$ cat config.mk
export PLATFORM = sky130hd
export DESIGN_NAME = ads_frame_reader
export DESIGN_NICKNAME = d
export VERILOG_FILES = /design/src/rtl/ads_frame_reader.sv
export SDC_FILE = /design/constraint.sdc
export NUM_CORES = 1
export LEC_CHECK = 0
export BUFFER_PORTS_ARGS = -buffer_cell sky130_fd_sc_hd__buf_2
export CAP_MARGIN = 20
export CORE_ASPECT_RATIO = 1.5
export CORE_MARGIN = 2
export CORE_UTILIZATION = 35
export CTS_BUF_LIST = sky130_fd_sc_hd__clkbuf_2 sky130_fd_sc_hd__clkbuf_4 sky130_fd_sc_hd__clkbuf_8
export DETAILED_ROUTE_END_ITERATION = 12
export MAX_ROUTING_LAYER = met4
export PLACE_DENSITY = 0.54
export SLEW_MARGIN = 20
export SYNTH_ARGS = -nofsm -noshare
export SYNTH_HDL_FRONTEND = slang
export SYNTH_SLANG_ARGS = --single-unit
$ cat constraint.sdc
create_clock -name clk -period 5 [get_ports clk]
set_clock_uncertainty 0.2 [all_clocks]
set_input_delay 0 -clock clk [delete_from_list [all_inputs] [get_ports clk]]
set_output_delay 0 -clock clk [all_outputs]
set_load 0.01 [all_outputs]
$ cat src/rtl/ads_frame_reader.sv
// SPI front-end for an ADS1299-class ADC in RDATAC mode: reads one frame per
// DRDY falling edge and emits each channel as a Q2.29 sample with a one-cycle valid.
module ads_frame_reader #(
   parameter int CLK_DIV = 4,
   parameter int NCH     = 8
) (
   input  logic        clk,
   input  logic        rst,
   input  logic        en,
   input  logic        drdy_n,
   input  logic        miso,
   output logic        sclk,
   output logic        cs_n,
   output logic        mosi,
   output logic [31:0] sample,
   output logic [2:0]  ch,
   output logic        valid,
   output logic [23:0] status,
   output logic        frame_done,
   output logic        overrun
);
   // state  | meaning
   // IDLE   | cs_n high, waiting for a synchronized DRDY falling edge
   // SETUP  | cs_n low, CLK_DIV cycles before the first SCLK rise
   // SCK_HI | sclk high half-period
   // SCK_LO | sclk low half-period; miso captured on entry
   // HOLD   | sclk low, cs_n held low before release and frame_done
   localparam logic [2:0] IDLE   = 3'd0;
   localparam logic [2:0] SETUP  = 3'd1;
   localparam logic [2:0] SCK_HI = 3'd2;
   localparam logic [2:0] SCK_LO = 3'd3;
   localparam logic [2:0] HOLD   = 3'd4;

   localparam int TW = $clog2(CLK_DIV + 1);
   localparam logic [TW-1:0] T_HALF    = TW'(CLK_DIV - 1);
   localparam logic [TW-1:0] T_HOLD    = TW'(CLK_DIV);
   localparam logic [3:0]    LAST_WORD = 4'(NCH);

   logic          drdy_s1_q, drdy_s1_d;
   logic          drdy_s2_q, drdy_s2_d;
   logic          drdy_s3_q, drdy_s3_d;
   logic          edge_q, edge_d;
   logic [2:0]    state_q, state_d;
   logic [TW-1:0] timer_q, timer_d;
   logic [4:0]    bit_idx_q, bit_idx_d;
   logic [3:0]    word_idx_q, word_idx_d;
   logic [23:0]   shift_q, shift_d;
   logic          word_done_q, word_done_d;
   logic [3:0]    done_word_q, done_word_d;
   logic          sclk_q, sclk_d;
   logic          cs_n_q, cs_n_d;
   logic [31:0]   sample_q, sample_d;
   logic [2:0]    ch_q, ch_d;
   logic          valid_q, valid_d;
   logic [23:0]   status_q, status_d;
   logic          frame_done_q, frame_done_d;
   logic          overrun_q, overrun_d;

   always_comb begin
      drdy_s1_d    = drdy_n;
      drdy_s2_d    = drdy_s1_q;
      drdy_s3_d    = drdy_s2_q;
      edge_d       = drdy_s3_q & ~drdy_s2_q;
      state_d      = state_q;
      timer_d      = timer_q;
      bit_idx_d    = bit_idx_q;
      word_idx_d   = word_idx_q;
      shift_d      = shift_q;
      word_done_d  = 1'b0;
      done_word_d  = done_word_q;
      sclk_d       = sclk_q;
      cs_n_d       = cs_n_q;
      sample_d     = sample_q;
      ch_d         = ch_q;
      valid_d      = 1'b0;
      status_d     = status_q;
      frame_done_d = 1'b0;
      overrun_d    = overrun_q;

      if (!en) begin
         state_d    = IDLE;
         timer_d    = '0;
         bit_idx_d  = '0;
         word_idx_d = '0;
         cs_n_d     = 1'b1;
         sclk_d     = 1'b0;
         overrun_d  = 1'b0;
      end else begin
         // A completed word is published the cycle after its last SCLK low phase.
         if (word_done_q) begin
            if (done_word_q == 4'd0) begin
               status_d = shift_q;
            end else begin
               sample_d = {shift_q[23], shift_q[23], shift_q, 6'b0};
               ch_d     = 3'(done_word_q - 4'd1);
               valid_d  = 1'b1;
            end
         end

         if (edge_q && (state_q != IDLE)) overrun_d = 1'b1;

         case (state_q)
            IDLE: begin
               if (edge_q) begin
                  state_d    = SETUP;
                  cs_n_d     = 1'b0;
                  timer_d    = T_HALF;
                  bit_idx_d  = '0;
                  word_idx_d = '0;
               end
            end
            SETUP: begin
               if (timer_q == '0) begin
                  state_d = SCK_HI;
                  sclk_d  = 1'b1;
                  timer_d = T_HALF;
               end else begin
                  timer_d = timer_q - TW'(1);
               end
            end
            SCK_HI: begin
               if (timer_q == '0) begin
                  state_d = SCK_LO;
                  sclk_d  = 1'b0;
                  shift_d = {shift_q[22:0], miso};
                  timer_d = T_HALF;
               end else begin
                  timer_d = timer_q - TW'(1);
               end
            end
            SCK_LO: begin
               if (timer_q == '0) begin
                  if (bit_idx_q == 5'd23) begin
                     word_done_d = 1'b1;
                     done_word_d = word_idx_q;
                     bit_idx_d   = '0;
                     if (word_idx_q == LAST_WORD) begin
                        state_d = HOLD;
                        timer_d = T_HOLD;
                     end else begin
                        word_idx_d = word_idx_q + 4'd1;
                        state_d    = SCK_HI;
                        sclk_d     = 1'b1;
                        timer_d    = T_HALF;
                     end
                  end else begin
                     bit_idx_d = bit_idx_q + 5'd1;
                     state_d   = SCK_HI;
                     sclk_d    = 1'b1;
                     timer_d   = T_HALF;
                  end
               end else begin
                  timer_d = timer_q - TW'(1);
               end
            end
            HOLD: begin
               if (timer_q == '0) begin
                  state_d      = IDLE;
                  cs_n_d       = 1'b1;
                  frame_done_d = 1'b1;
               end else begin
                  timer_d = timer_q - TW'(1);
               end
            end
            default: begin
               state_d = IDLE;
               cs_n_d  = 1'b1;
               sclk_d  = 1'b0;
            end
         endcase
      end
   end

   always_ff @(posedge clk or posedge rst) begin
      if (rst) begin
         drdy_s1_q    <= 1'b1;
         drdy_s2_q    <= 1'b1;
         drdy_s3_q    <= 1'b1;
         edge_q       <= 1'b0;
         state_q      <= IDLE;
         timer_q      <= '0;
         bit_idx_q    <= '0;
         word_idx_q   <= '0;
         shift_q      <= '0;
         word_done_q  <= 1'b0;
         done_word_q  <= '0;
         sclk_q       <= 1'b0;
         cs_n_q       <= 1'b1;
         sample_q     <= '0;
         ch_q         <= '0;
         valid_q      <= 1'b0;
         status_q     <= '0;
         frame_done_q <= 1'b0;
         overrun_q    <= 1'b0;
      end else begin
         drdy_s1_q    <= drdy_s1_d;
         drdy_s2_q    <= drdy_s2_d;
         drdy_s3_q    <= drdy_s3_d;
         edge_q       <= edge_d;
         state_q      <= state_d;
         timer_q      <= timer_d;
         bit_idx_q    <= bit_idx_d;
         word_idx_q   <= word_idx_d;
         shift_q      <= shift_d;
         word_done_q  <= word_done_d;
         done_word_q  <= done_word_d;
         sclk_q       <= sclk_d;
         cs_n_q       <= cs_n_d;
         sample_q     <= sample_d;
         ch_q         <= ch_d;
         valid_q      <= valid_d;
         status_q     <= status_d;
         frame_done_q <= frame_done_d;
         overrun_q    <= overrun_d;
      end
   end

   assign sclk       = sclk_q;
   assign cs_n       = cs_n_q;
   assign mosi       = 1'b0;
   assign sample     = sample_q;
   assign ch         = ch_q;
   assign valid      = valid_q;
   assign status     = status_q;
   assign frame_done = frame_done_q;
   assign overrun    = overrun_q;

endmodule

==> results of run 1 <==
layer usage:
layer,global-route usage [%],part of all wire [%],up-vias
met2,22.9,54,73
li1,-,-,1281
met3,2.79,4.3,6
met4,4.45,0.91,0
met5,-,0,-
met1,15.3,41,1404
critical path: stages (launching register included):
cell and delay, ps:
dfrtp_1 400, inv_1 90, ha_1 210, nor2b_1 580, nand2_1 230, nor2_2 310
mux2_2 370
worst max path at each step:
| stage | cells past startpoint | from | end |
|---|---|---|---|
| CTS | 6 | en | status[10] |
| floorplan | 1 | rst | bit_idx_q[0] |
| global route | 6 | en | status[10] |
| global placement | 5 | done_word_q[0] | status[3] |
| finish | 6 | timer_q[0] | done_word_q[3] |
| detailed placement | 5 | done_word_q[0] | status[10] |
synthesized netlist by cell type (all sizes together), types with 2 or more instances:
library cell	instances	area, um^2
a21oi	11	55.1
a31o	2	17.5
a31oi	5	31.3
a32o	3	30.0
and3	3	18.8
buf	20	155
clkbuf	4	15.0
dfrtp	100	2500
dfstp	4	105
ha	6	75.1
inv	10	37.5
mux2	74	908
mux2i	5	50.1
nand2	14	52.6
nand2b	2	27.5
nand3	2	10.0
nand3b	2	15.0
nand4b	3	26.3
nor2	10	40.0
nor2b	7	43.8
nor3	2	10.0
nor4	2	12.5
o211ai	2	15.0
o21ai	13	65.1
o22ai	3	18.8
o31a	2	17.5
metrics by stage:
stage          setup WS, ps  util (%)  hold WS, ps  total power, mW  cell area [um^2]
2_1_floorplan          2070         -         -196             1.13              4540
3_3_place_gp           2520      39.2         -189             1.17              4900
3_5_place_dp           2510      39.2         -185             1.17              4900
4_1_cts                2460      41.0         66.2             1.66              5130
5_1_grt                2350      41.3         61.0             1.73              5160
6_report               2490      41.3         91.3             1.64              5160
area by class of cell:
class | count | area [um^2] | area share [%]
multi-input cells | 197 | 1740 | 33.6
well taps | 156 | 195 | 3.78
clock inverters | 4 | 27.5 | 0.533
repair buffers | 70 | 403 | 7.81
inverters | 10 | 40.0 | 0.776
clock buffers | 11 | 151 | 2.93
flip-flops and latches | 104 | 2610 | 50.5
state kept, by name, indices dropped and copies added (netlist names):
| signal | flops |
|---|---|
| sample | 24 |
| shift_q | 24 |
| status | 24 |
| bit_idx_q | 5 |
| done_word_q | 4 |
| word_idx_q | 4 |
| ch | 3 |
| state_q | 3 |
| timer_q | 3 |
| cs_n | 1 |
| drdy_s1_q | 1 |
| drdy_s2_q | 1 |
| drdy_s3_q | 1 |
| edge_q | 1 |
| frame_done | 1 |
| overrun | 1 |
| sclk | 1 |
| valid | 1 |
| word_done_q | 1 |
cells by family after synthesis:
group / after synthesis / synth area share, %
AOI/OAI and AO/OA: 48 / 6.82
DFF: 104 / 57.8
muxes: 79 / 21.2
buffers and inverters: 34 / 4.60
adders and majority gates: 6 / 1.66
other: 1 / 0.0831
and+or+nand+nor: 56 / 7.65
xor gates and xnor gates: 1 / 0.194
power by group through the flow:
| stage | Combinational (mW) | Sequential [mW] | Clock (mW) |
|---|---|---|---|
| after CTS | 0.244 | 0.914 | 0.505 |
| after floorplan | 0.214 | 0.914 | 0 |
| after global routing | 0.269 | 0.920 | 0.542 |
| after detailed placement | 0.241 | 0.930 | 0 |
| after global placement | 0.239 | 0.929 | 0 |
| final | 0.241 | 0.913 | 0.481 |
==> run summary, run 1 <==
OUTCOME
---------------------------------------------------------------------------------
Result of the run                                                    complete, no violations

CRITICAL PATH
---------------------------------------------------------------------------------
Reg2reg setup slack                                                       2490 ps
R2r worst-path depth                                                            6
Setup CP Type                                                        register to register
Worst setup SP type                                                      register
Data required time at the worst endpoint                                  5030 ps
Signal arrival time at the worst endpoint                                 2540 ps
Source of the worst register-to-register timing path                   timer_q[0]
Crit path max fanout                                                           11
End of the worst register-to-register path                           done_word_q[3]
CP endpoint kind                                                         register

LAYOUT
---------------------------------------------------------------------------------
Top library cells by usage in the layout, fill and taps aside        dfrtp_1 (100), buf_2 (62), mux2_2 (51)
Share of post-route cells with drive strength above 1                       42.2%
Post-route non-filler standard cell count                                     552
Antenna diode instance count                                                    0
Filler cell count                                                            1212
Leading cell type in the layout, fill and taps excluded                   dfrtp_1
Layout overhead on the synthesized area                                     14.3%
Post-layout nets                                                              403

CLOCKING
---------------------------------------------------------------------------------
Number of buffers added by the clock tree synthesis step                        9
Clk root buf                                                             clkbuf_8
Clock slew seen by the registers of the worst setup and hold paths          90 ps
H-tree lvl count                                                                3
CTS Sinks                                                                     104
Largest buffer count on any clock path                                          2
Hold buffer count at CTS                                                        5
Clock latency of the later-clocked register in the worst-skew pair         350 ps
Post CTS Setup Buffer Count                                                     0
CTS tree                                                                     done
CTS resizes                                                                     0

FLOORPLANNING
---------------------------------------------------------------------------------
Starting density of the core                                                36.1%
Full die area                                                          13800 um^2
Placeable Area                                                         12500 um^2
Number of cell rows                                                            50
I/O pin total                                                                  70
Die height                                                                 143 um
Die span in x                                                             96.7 um

STA
---------------------------------------------------------------------------------
Fin. Hold Viols                                                                 0
Unrepaired setup endpoints after global routing                                no
Number of max-slew violations in the final report                               0
Fmax achieved                                                             398 MHz
Final worst-path cycle share                                                50.2%
Time the final worst path needs with I/O delays and setup                 2510 ps
Setup-failing EPs final                                                         0
Actual slew at the worst max-slew pin                                      920 ps
Remaining max-slew budget at the tightest pin                               38.7%
Setup TNS                                                                    0 ps

POWER AND IR DROP
---------------------------------------------------------------------------------
Highest ir drop seen on vdd                                                144 uV
Internal power                                                            1.18 mW
Clock share of power                                                        29.4%
Pwr/cell area                                                         317 nW/um^2
Fraction of power spent switching nets                                      27.7%
Part of the total power dissipated in combinational logic                   14.7%
Proportion of power drawn by flip-flops and latches                         55.8%
Leakage power figure                                                      2.71 nW
Power spent charging and discharging nets                                0.453 mW

HOLD PATH
---------------------------------------------------------------------------------
Instance count along the most critical hold path                                2
Min-delay src                                                              drdy_n
Worst min-delay path class                                           input port to register
Min-Delay Endpoint                                                      drdy_s1_q

DRT
---------------------------------------------------------------------------------
Antenna-violating nets left                                                     0
Routed via count divided by cell count                                       5.01
DRC                                                                             0
Overall routed net length                                                 8500 um
Via count                                                                    2764
Iteration-0 DRC count of the detailed router                                  156
Detailed-router iteration count before antenna repair                           4
Final routed wire length divided by cell count                            15.4 um

YOSYS
---------------------------------------------------------------------------------
Proportion of synthesized chip area in sequential cells                     57.8%
Number of synthesized flops with an enable pin                                  0
Synth Area per Inst                                                     13.7 um^2
Synth async-reset ratio                                                      100%
Count of yosys warnings during synthesis                                        0
Post-synthesis cell area                                                4510 um^2
Instance count of the mapped netlist                                          329
Flops & latches, synth                                                        104
Number of distinct library cells after synthesis                               50
Ys flop type                                                              dfrtp_1

GLOBAL ROUTING
---------------------------------------------------------------------------------
Number of antenna violations at the first check in global routing               0
Via count of the first global-routing pass                                   2754
Overflow after GRT                                                              0
First-pass GRT wire length                                               14200 um
Global-route total usage across every layer                                 13.2%
Maximum number of pins on one net before global-route repair                   77

RUN
---------------------------------------------------------------------------------
Max-capacitance violation count                                                 0

PLACE
---------------------------------------------------------------------------------
DP HPWL                                                                   5910 um
Number of placed instances, taps included                                     531
Number of port buffers                                                         62
Last weighted congestion value of the routability-driven placer             0.795

Note: power is estimated with default switching activity, not from simulation.
==> run 2: changes to the inputs <==
--- a/config.mk
+++ b/config.mk
@@ -13,7 +13,7 @@
 export CTS_BUF_LIST = sky130_fd_sc_hd__clkbuf_2 sky130_fd_sc_hd__clkbuf_4 sky130_fd_sc_hd__clkbuf_8
 export DETAILED_ROUTE_END_ITERATION = 12
 export MAX_ROUTING_LAYER = met4
-export PLACE_DENSITY = 0.54
+export PLACE_DENSITY = 0.56
 export SLEW_MARGIN = 20
 export SYNTH_ARGS = -nofsm -noshare
 export SYNTH_HDL_FRONTEND = slang
==> constraint.sdc (replaced) <==
create_clock -name clk -period 2 [get_ports clk]
set_clock_uncertainty 0.2 [all_clocks]
set_input_delay 0 -clock clk [delete_from_list [all_inputs] [get_ports clk]]
set_output_delay 0 -clock clk [all_outputs]
set_load 0.01 [all_outputs]
==> run 2 against run 1 <==
The flow now finishes with violations (negative setup slack). Critical endpoint is now shift_q[6]. Sequential power is 150% higher. Critical path depth stayed put. Worst setup slack got worse by 2500 ps. Cell count is 3.8% higher.
==> run summary, run 2 (synthesized netlist as in run 1, its figures left out) <==
STA
---------------------------------------------------------------------------------
Setup-failing EPs final                                                        17   was 0
Setup TNS                                                                 -159 ps   was 0 ps
Number of max-slew violations in the final report                               0   unchanged
Time the final worst path needs with I/O delays and setup                 2020 ps   was 2510 ps
Remaining max-slew budget at the tightest pin                               62.9%   was 38.7%
Final worst-path cycle share                                                 101%   was 50.2%
Actual slew at the worst max-slew pin                                      556 ps   was 920 ps
Fin. Hold Viols                                                                 0   unchanged
Setup slack of the critical path after layout                            -16.2 ps   was 2490 ps
Unrepaired setup endpoints after global routing                               yes   was no
Fmax achieved                                                             496 MHz   was 398 MHz

CRITICAL PATH
---------------------------------------------------------------------------------
Source of the worst register-to-register timing path                   timer_q[0]   unchanged
Crit path max fanout                                                           12   was 11
End of the worst register-to-register path                             shift_q[6]   was done_word_q[3]
Number of cells on the critical path                                            6   unchanged
Critical path cell sequence                                          inv_2, ha_4, nand2b_4, or4b_4, buf_12, mux2_4   was inv_1, ha_1, nor2b_1, nand2_1, nor2_2, mux2_2
WP buf/inv                                                                      2   was 1
Critical path startpoint                                               timer_q[0]   unchanged
Reg2reg setup slack                                                        -20 ps   was 2490 ps
Signal arrival time at the worst endpoint                                 2060 ps   was 2540 ps
R2r worst-path depth                                                            6   unchanged
Data required time at the worst endpoint                                  2050 ps   was 5030 ps
Peak per-stage delay on the critical path                                  540 ps   was 580 ps
CP top delay family                                                  simple AND/OR/NAND/NOR gates   unchanged
Destination of the critical timing path                                shift_q[6]   was done_word_q[3]
Cell with the largest stage delay on the worst path                        or4b_4   was nor2b_1
Setup CP Type                                                        register to register   unchanged
Worst setup SP type                                                      register   unchanged
CP endpoint kind                                                         register   unchanged

POWER AND IR DROP
---------------------------------------------------------------------------------
Part of the total power dissipated in combinational logic                   18.5%   was 14.7%
Proportion of power drawn by flip-flops and latches                         51.2%   was 55.8%
Internal power                                                            3.23 mW   was 1.18 mW
Highest ir drop seen on vdd                                                415 uV   was 144 uV
Leakage power figure                                                      2.83 nW   was 2.71 nW
Power spent charging and discharging nets                                 1.20 mW   was 0.453 mW
Pwr/cell area                                                         817 nW/um^2   was 317 nW/um^2
Clock share of power                                                        30.3%   was 29.4%
Fraction of power spent switching nets                                      27.0%   was 27.7%

FLOORPLANNING
---------------------------------------------------------------------------------
Starting density of the core                                                36.1%   unchanged
Number of cell rows                                                            50   unchanged
I/O pin total                                                                  70   unchanged
Placeable Area                                                         12500 um^2   unchanged
Full die area                                                          13800 um^2   unchanged
Die span in x                                                             96.7 um   unchanged
Die height                                                                 143 um   unchanged

DRT
---------------------------------------------------------------------------------
Final routed wire length divided by cell count                            15.5 um   was 15.4 um
Detailed-router iteration count before antenna repair                           4   unchanged
Iteration-0 DRC count of the detailed router                                  125   was 156
Antenna-violating nets left                                                     0   unchanged
DRC                                                                             0   unchanged
Via count                                                                    2803   was 2764
Overall routed net length                                                 8880 um   was 8500 um
Routed via count divided by cell count                                       4.89   was 5.01

PLACE
---------------------------------------------------------------------------------
Last weighted congestion value of the routability-driven placer             0.843   was 0.795
Number of port buffers                                                         62   unchanged
Number of placed instances, taps included                                     550   was 531
DP HPWL                                                                   6100 um   was 5910 um

LAYOUT
---------------------------------------------------------------------------------
Post-layout nets                                                              423   was 403
Final core utilization                                                      43.3%   was 41.3%
Antenna diode instance count                                                    0   unchanged
Leading cell type in the layout, fill and taps excluded                   dfrtp_1   unchanged
Layout overhead on the synthesized area                                     19.9%   was 14.3%
Top library cells by usage in the layout, fill and taps aside        dfrtp_1 (100), buf_2 (62), mux2_2 (51)   unchanged
Share of post-route cells with drive strength above 1                       46.5%   was 42.2%
Post-route non-filler standard cell count                                     573   was 552

OUTCOME
---------------------------------------------------------------------------------
Violated checks                                                      negative setup slack
Result of the run                                                    complete, but fails checks   was complete, no violations

CLOCKING
---------------------------------------------------------------------------------
Clock slew seen by the registers of the worst setup and hold paths          90 ps   about the same
Clock latency of the later-clocked register in the worst-skew pair         360 ps   was 350 ps
H-tree lvl count                                                                3   unchanged
Number of buffers added by the clock tree synthesis step                        9   unchanged
CTS Sinks                                                                     104   unchanged
Clk root buf                                                             clkbuf_8   unchanged
CTS tree                                                                     done   unchanged
Largest buffer count on any clock path                                          2   unchanged

GLOBAL ROUTING
---------------------------------------------------------------------------------
Maximum number of pins on one net before global-route repair                  105   was 77
First-pass GRT wire length                                               14600 um   was 14200 um
Number of antenna violations at the first check in global routing               0   unchanged
Via count of the first global-routing pass                                   2853   was 2754
Global-route total usage across every layer                                 13.6%   was 13.2%
Overflow after GRT                                                              0   unchanged

RUN
---------------------------------------------------------------------------------
Max-capacitance violation count                                                 0   unchanged

HOLD PATH
---------------------------------------------------------------------------------
Worst min-delay path class                                           input port to register   unchanged

-- run 2: worst reg2reg max path, cell delays in order (launching register included) --
cell	delay [ps]
dfrtp_1	400
inv_2	90
ha_4	150
nand2b_4	50
or4b_4	540
buf_12	190
mux2_4	300
-- run 2: worst min-delay path by stage --
| stage | from | to | slack [ps] | depth (start not counted) |
|---|---|---|---|---|
| final | drdy_n | drdy_s1_q | 80 | 2 |
| after CTS | drdy_n | drdy_s1_q | 50 | 2 |
| after global placement | drdy_n | drdy_s1_q | -90 | 1 |
| after floorplan | drdy_n | drdy_s1_q | -200 | 0 |
| after detailed placement | drdy_n | drdy_s1_q | -90 | 1 |
| after global routing | drdy_n | drdy_s1_q | 60 | 2 |
-- run 2: area by class of cell --
class                           instances  area [um^2]
Sequential cell                       104         2610
Tap cell                              156          195
Clock inverter                          4         53.8
Fill cell                            1186         7100
Multi-Input combinational cell        197         1760
Inverter                               10         41.3
Clock buffer                           12          153
Timing Repair Buffer                   90          604
-- run 2: metal layers --
layer | vias to the layer above | wire length [um] | global-route usage (%) | share of wire [%]
li1 | 1321 | - | - | -
met1 | 1407 | 3810 | 16.0 | 43
met2 | 61 | 4640 | 22.9 | 52
met3 | 14 | 268 | 2.01 | 3.0
met4 | 0 | 172 | 6.75 | 1.9
met5 | - | 0 | - | 0
-- run 2: power groups by stage --
stage          clock network (mW)  logic [mW]  registers (mW)
5_1_grt                      1.50       0.914            2.27
4_1_cts                      1.40       0.803            2.26
2_1_floorplan                   0       0.538            2.28
3_5_place_dp                    0       0.758            2.30
3_3_place_gp                    0       0.746            2.30
6_report                     1.34       0.820            2.26
-- run 2: metrics by stage --
stage / worst slack (ps) / instance area, um^2 / hold slack [ps] / power (mW)
2_1_floorplan: -50.4 / 4540 / -196 / 2.82
3_3_place_gp: -3.03 / 5100 / -92.7 / 3.05
3_5_place_dp: -38.6 / 5100 / -93.8 / 3.06
4_1_cts: -12.0 / 5390 / 45.1 / 4.47
5_1_grt: -70.8 / 5410 / 55.8 / 4.69
6_report: -16.2 / 5410 / 77.6 / 4.42
-- run 2: repair_timing --
action	CTS	global route
resized for setup	4	4
gates cloned	1	0
hold buffers	4	0
setup endpoints to repair	24	47
pin swaps	1	0
hold endpoints to repair	119	0
setup buffers	0	2
==> run 3: changes to the inputs <==
--- a/config.mk
+++ b/config.mk
@@ -6,7 +6,7 @@
 export NUM_CORES = 1
 export LEC_CHECK = 0
 export BUFFER_PORTS_ARGS = -buffer_cell sky130_fd_sc_hd__buf_2
-export CAP_MARGIN = 20
+export CAP_MARGIN = 25
 export CORE_ASPECT_RATIO = 1.5
 export CORE_MARGIN = 2
 export CORE_UTILIZATION = 35
@@ -14,6 +14,7 @@
 export DETAILED_ROUTE_END_ITERATION = 12
 export MAX_ROUTING_LAYER = met4
 export PLACE_DENSITY = 0.56
+export REMOVE_ABC_BUFFERS = 1
 export SLEW_MARGIN = 20
 export SYNTH_ARGS = -nofsm -noshare
 export SYNTH_HDL_FRONTEND = slang
==> run 3 against run 2 <==
The flow still finishes with violations (negative setup slack). Cell count up 1.0%. Flip-flop and latch count unchanged. Die area did not move. Clock-buffer cell count fell by 3. First-iteration DRC count shrank 26%. Cell area rose by 1.3%. Worst hold slack got worse by 66 ps. Sequential power about the same. Via count grew 0.93%. Critical path depth unchanged. Global-route usage increased by 0.60 points.
==> run summary, run 3 (synthesized netlist as in run 1, its figures left out) <==
OUTCOME
---------------------------------------------------------------------------------
Result of the run                                                    complete, but fails checks   unchanged
Violated checks                                                      negative setup slack   unchanged

CLOCKING
---------------------------------------------------------------------------------
CTS tree                                                                     done   unchanged
CTS Sinks                                                                     104   unchanged
Largest buffer count on any clock path                                          2   unchanged
Number of buffers added by the clock tree synthesis step                        9   unchanged
Clock slew seen by the registers of the worst setup and hold paths         100 ps   was 90 ps
H-tree lvl count                                                                3   unchanged
Clk root buf                                                             clkbuf_8   unchanged
Clock latency of the later-clocked register in the worst-skew pair         360 ps   about the same

DRT
---------------------------------------------------------------------------------
Routed via count divided by cell count                                       4.89   about the same
Antenna-violating nets left                                                     0   unchanged
Detailed-router iteration count before antenna repair                           4   unchanged
Via count                                                                    2829   was 2803
Final routed wire length divided by cell count                            16.0 um   was 15.5 um
DRC                                                                             0   unchanged
Overall routed net length                                                 9290 um   was 8880 um
Iteration-0 DRC count of the detailed router                                   92   was 125

CRITICAL PATH
---------------------------------------------------------------------------------
Crit path max fanout                                                            6   was 12
CP top delay family                                                  simple AND/OR/NAND/NOR gates   unchanged
Peak per-stage delay on the critical path                                  590 ps   was 540 ps
Worst setup SP type                                                      register   unchanged
Data required time at the worst endpoint                                  2050 ps   about the same
Signal arrival time at the worst endpoint                                 2150 ps   was 2060 ps
CP endpoint kind                                                         register   unchanged
WP buf/inv                                                                      2   unchanged
Source of the worst register-to-register timing path                   timer_q[1]   was timer_q[0]
Critical path startpoint                                               timer_q[1]   was timer_q[0]
Cell with the largest stage delay on the worst path                        or4b_4   unchanged
Critical path cell sequence                                          inv_2, ha_4, nand2b_4, or4b_4, clkbuf_16, mux2_4   was inv_2, ha_4, nand2b_4, or4b_4, buf_12, mux2_4
Setup CP Type                                                        register to register   unchanged

FLOORPLANNING
---------------------------------------------------------------------------------
Number of cell rows                                                            50   unchanged
Full die area                                                          13800 um^2   unchanged
Placeable Area                                                         12500 um^2   unchanged
Starting density of the core                                                36.1%   unchanged
Die height                                                                 143 um   unchanged
I/O pin total                                                                  70   unchanged
Die span in x                                                             96.7 um   unchanged

LAYOUT
---------------------------------------------------------------------------------
Share of post-route cells with drive strength above 1                       47.5%   was 46.5%
Final core utilization                                                      43.8%   was 43.3%
Antenna diode instance count                                                    0   unchanged
Layout overhead on the synthesized area                                     21.5%   was 19.9%
Post-layout nets                                                              430   was 423
Top library cells by usage in the layout, fill and taps aside        dfrtp_1 (99), buf_2 (62), mux2_2 (51)   was dfrtp_1 (100), buf_2 (62), mux2_2 (51)
Leading cell type in the layout, fill and taps excluded                   dfrtp_1   unchanged

PLACE
---------------------------------------------------------------------------------
DP HPWL                                                                   6320 um   was 6100 um
Number of port buffers                                                         62   unchanged
Last weighted congestion value of the routability-driven placer             0.810   was 0.843

STA
---------------------------------------------------------------------------------
Setup-failing EPs final                                                        24   was 17
Final worst-path cycle share                                                 105%   was 101%
Setup slack of the critical path after layout                            -95.4 ps   was -16.2 ps
Fmax achieved                                                             477 MHz   was 496 MHz
Time the final worst path needs with I/O delays and setup                 2100 ps   was 2020 ps
Fin. Hold Viols                                                                 0   unchanged
Number of max-slew violations in the final report                               0   unchanged
Unrepaired setup endpoints after global routing                               yes   unchanged

GLOBAL ROUTING
---------------------------------------------------------------------------------
Number of antenna violations at the first check in global routing               0   unchanged
Via count of the first global-routing pass                                   3035   was 2853
Overflow after GRT                                                              0   unchanged
Global-route total usage across every layer                                 14.2%   was 13.6%
First-pass GRT wire length                                               15400 um   was 14600 um
Maximum number of pins on one net before global-route repair                   40   was 105

HOLD PATH
---------------------------------------------------------------------------------
Worst min-delay path class                                           input port to asynchronous set/reset pin   was input port to register

RUN
---------------------------------------------------------------------------------
Max-capacitance violation count                                                 0   unchanged

POWER AND IR DROP
---------------------------------------------------------------------------------
Highest ir drop seen on vdd                                                347 uV   was 415 uV
Leakage power figure                                                      2.88 nW   was 2.83 nW
Pwr Total                                                                 4.41 mW   was 4.42 mW
Pwr/cell area                                                         805 nW/um^2   was 817 nW/um^2

-- run 3: cell types whose count changed in the layout (fill, tap and decap cells not counted), moves of 2 or more --
cell / before / now
clkbuf_4: 2 / 0
buf_4: 18 / 24
clkinvlp_4: 3 / 1
clkinv_2: 0 / 3
-- run 3: cell type report --
cell class	instances	area (um^2)
Inverter	10	40.0
Timing Repair Buffer	97	691
Sequential cell	104	2610
Tap cell	156	195
Clock inverter	6	61.3
Clock buffer	9	124
Fill cell	1186	7030
Multi-Input combinational cell	197	1760
-- run 3: routing by layer --
metal  track usage [%]  share of wire (%)
met1              17.0                 44
met2              24.1                 51
met3              2.74                3.5
met4              4.97                1.5
met5                 -                  0
-- run 3: report_power, final --
part	internal [mW]	leakage [nW]	total [mW]	switching, mW
Clock	0.568	0.0948	1.26	0.692
Sequential	2.19	1.42	2.28	0.0914
Combinational	0.439	1.36	0.874	0.435
Total	3.19	2.88	4.41	1.22
-- run 3: worst register-to-register path: cells and delay by family (launching register included) --
kind	cells	cell delay, ps
DFF	1	400
and+or+nand+nor	2	640
muxes	1	290
buffers and inverters	2	310
adders and majority gates	1	150
-- run 3: worst paths after layout --
check                              to  cells after the start  slack, ps
setup reg to reg           shift_q[2]                      6       -100
hold reg to reg             drdy_s2_q                      0        160
hold / removal             status[23]                      3         10
min in group clk            drdy_s1_q                      2         90
max in group asynchronous   drdy_s3_q                      4        920
setup / recovery           shift_q[2]                      6       -100
-- run 3: stage by stage --
stage | hold slack, ps | setup slack (ps) | area [um^2] | cells | TNS, ps
final | 11.8 | -95.4 | 5480 | 579 | -1810
after global routing | 66.1 | -138 | 5480 | 579 | -3010
after detailed placement | -127 | -60.7 | 5120 | 553 | -1230
after floorplan | -196 | -926 | 4370 | 311 | -126120
after CTS | 30.1 | -49.8 | 5420 | 575 | -911
after global placement | -135 | -43.2 | 5120 | 553 | -889
-- run 3: timing repair --
action	CTS	global route
setup buffers	1	3
cloned	2	1
resized for setup	6	5
pin swaps	2	1
hold buffers	4	0
hold endpoints to repair	115	0
endpoints found under the setup margin	24	32
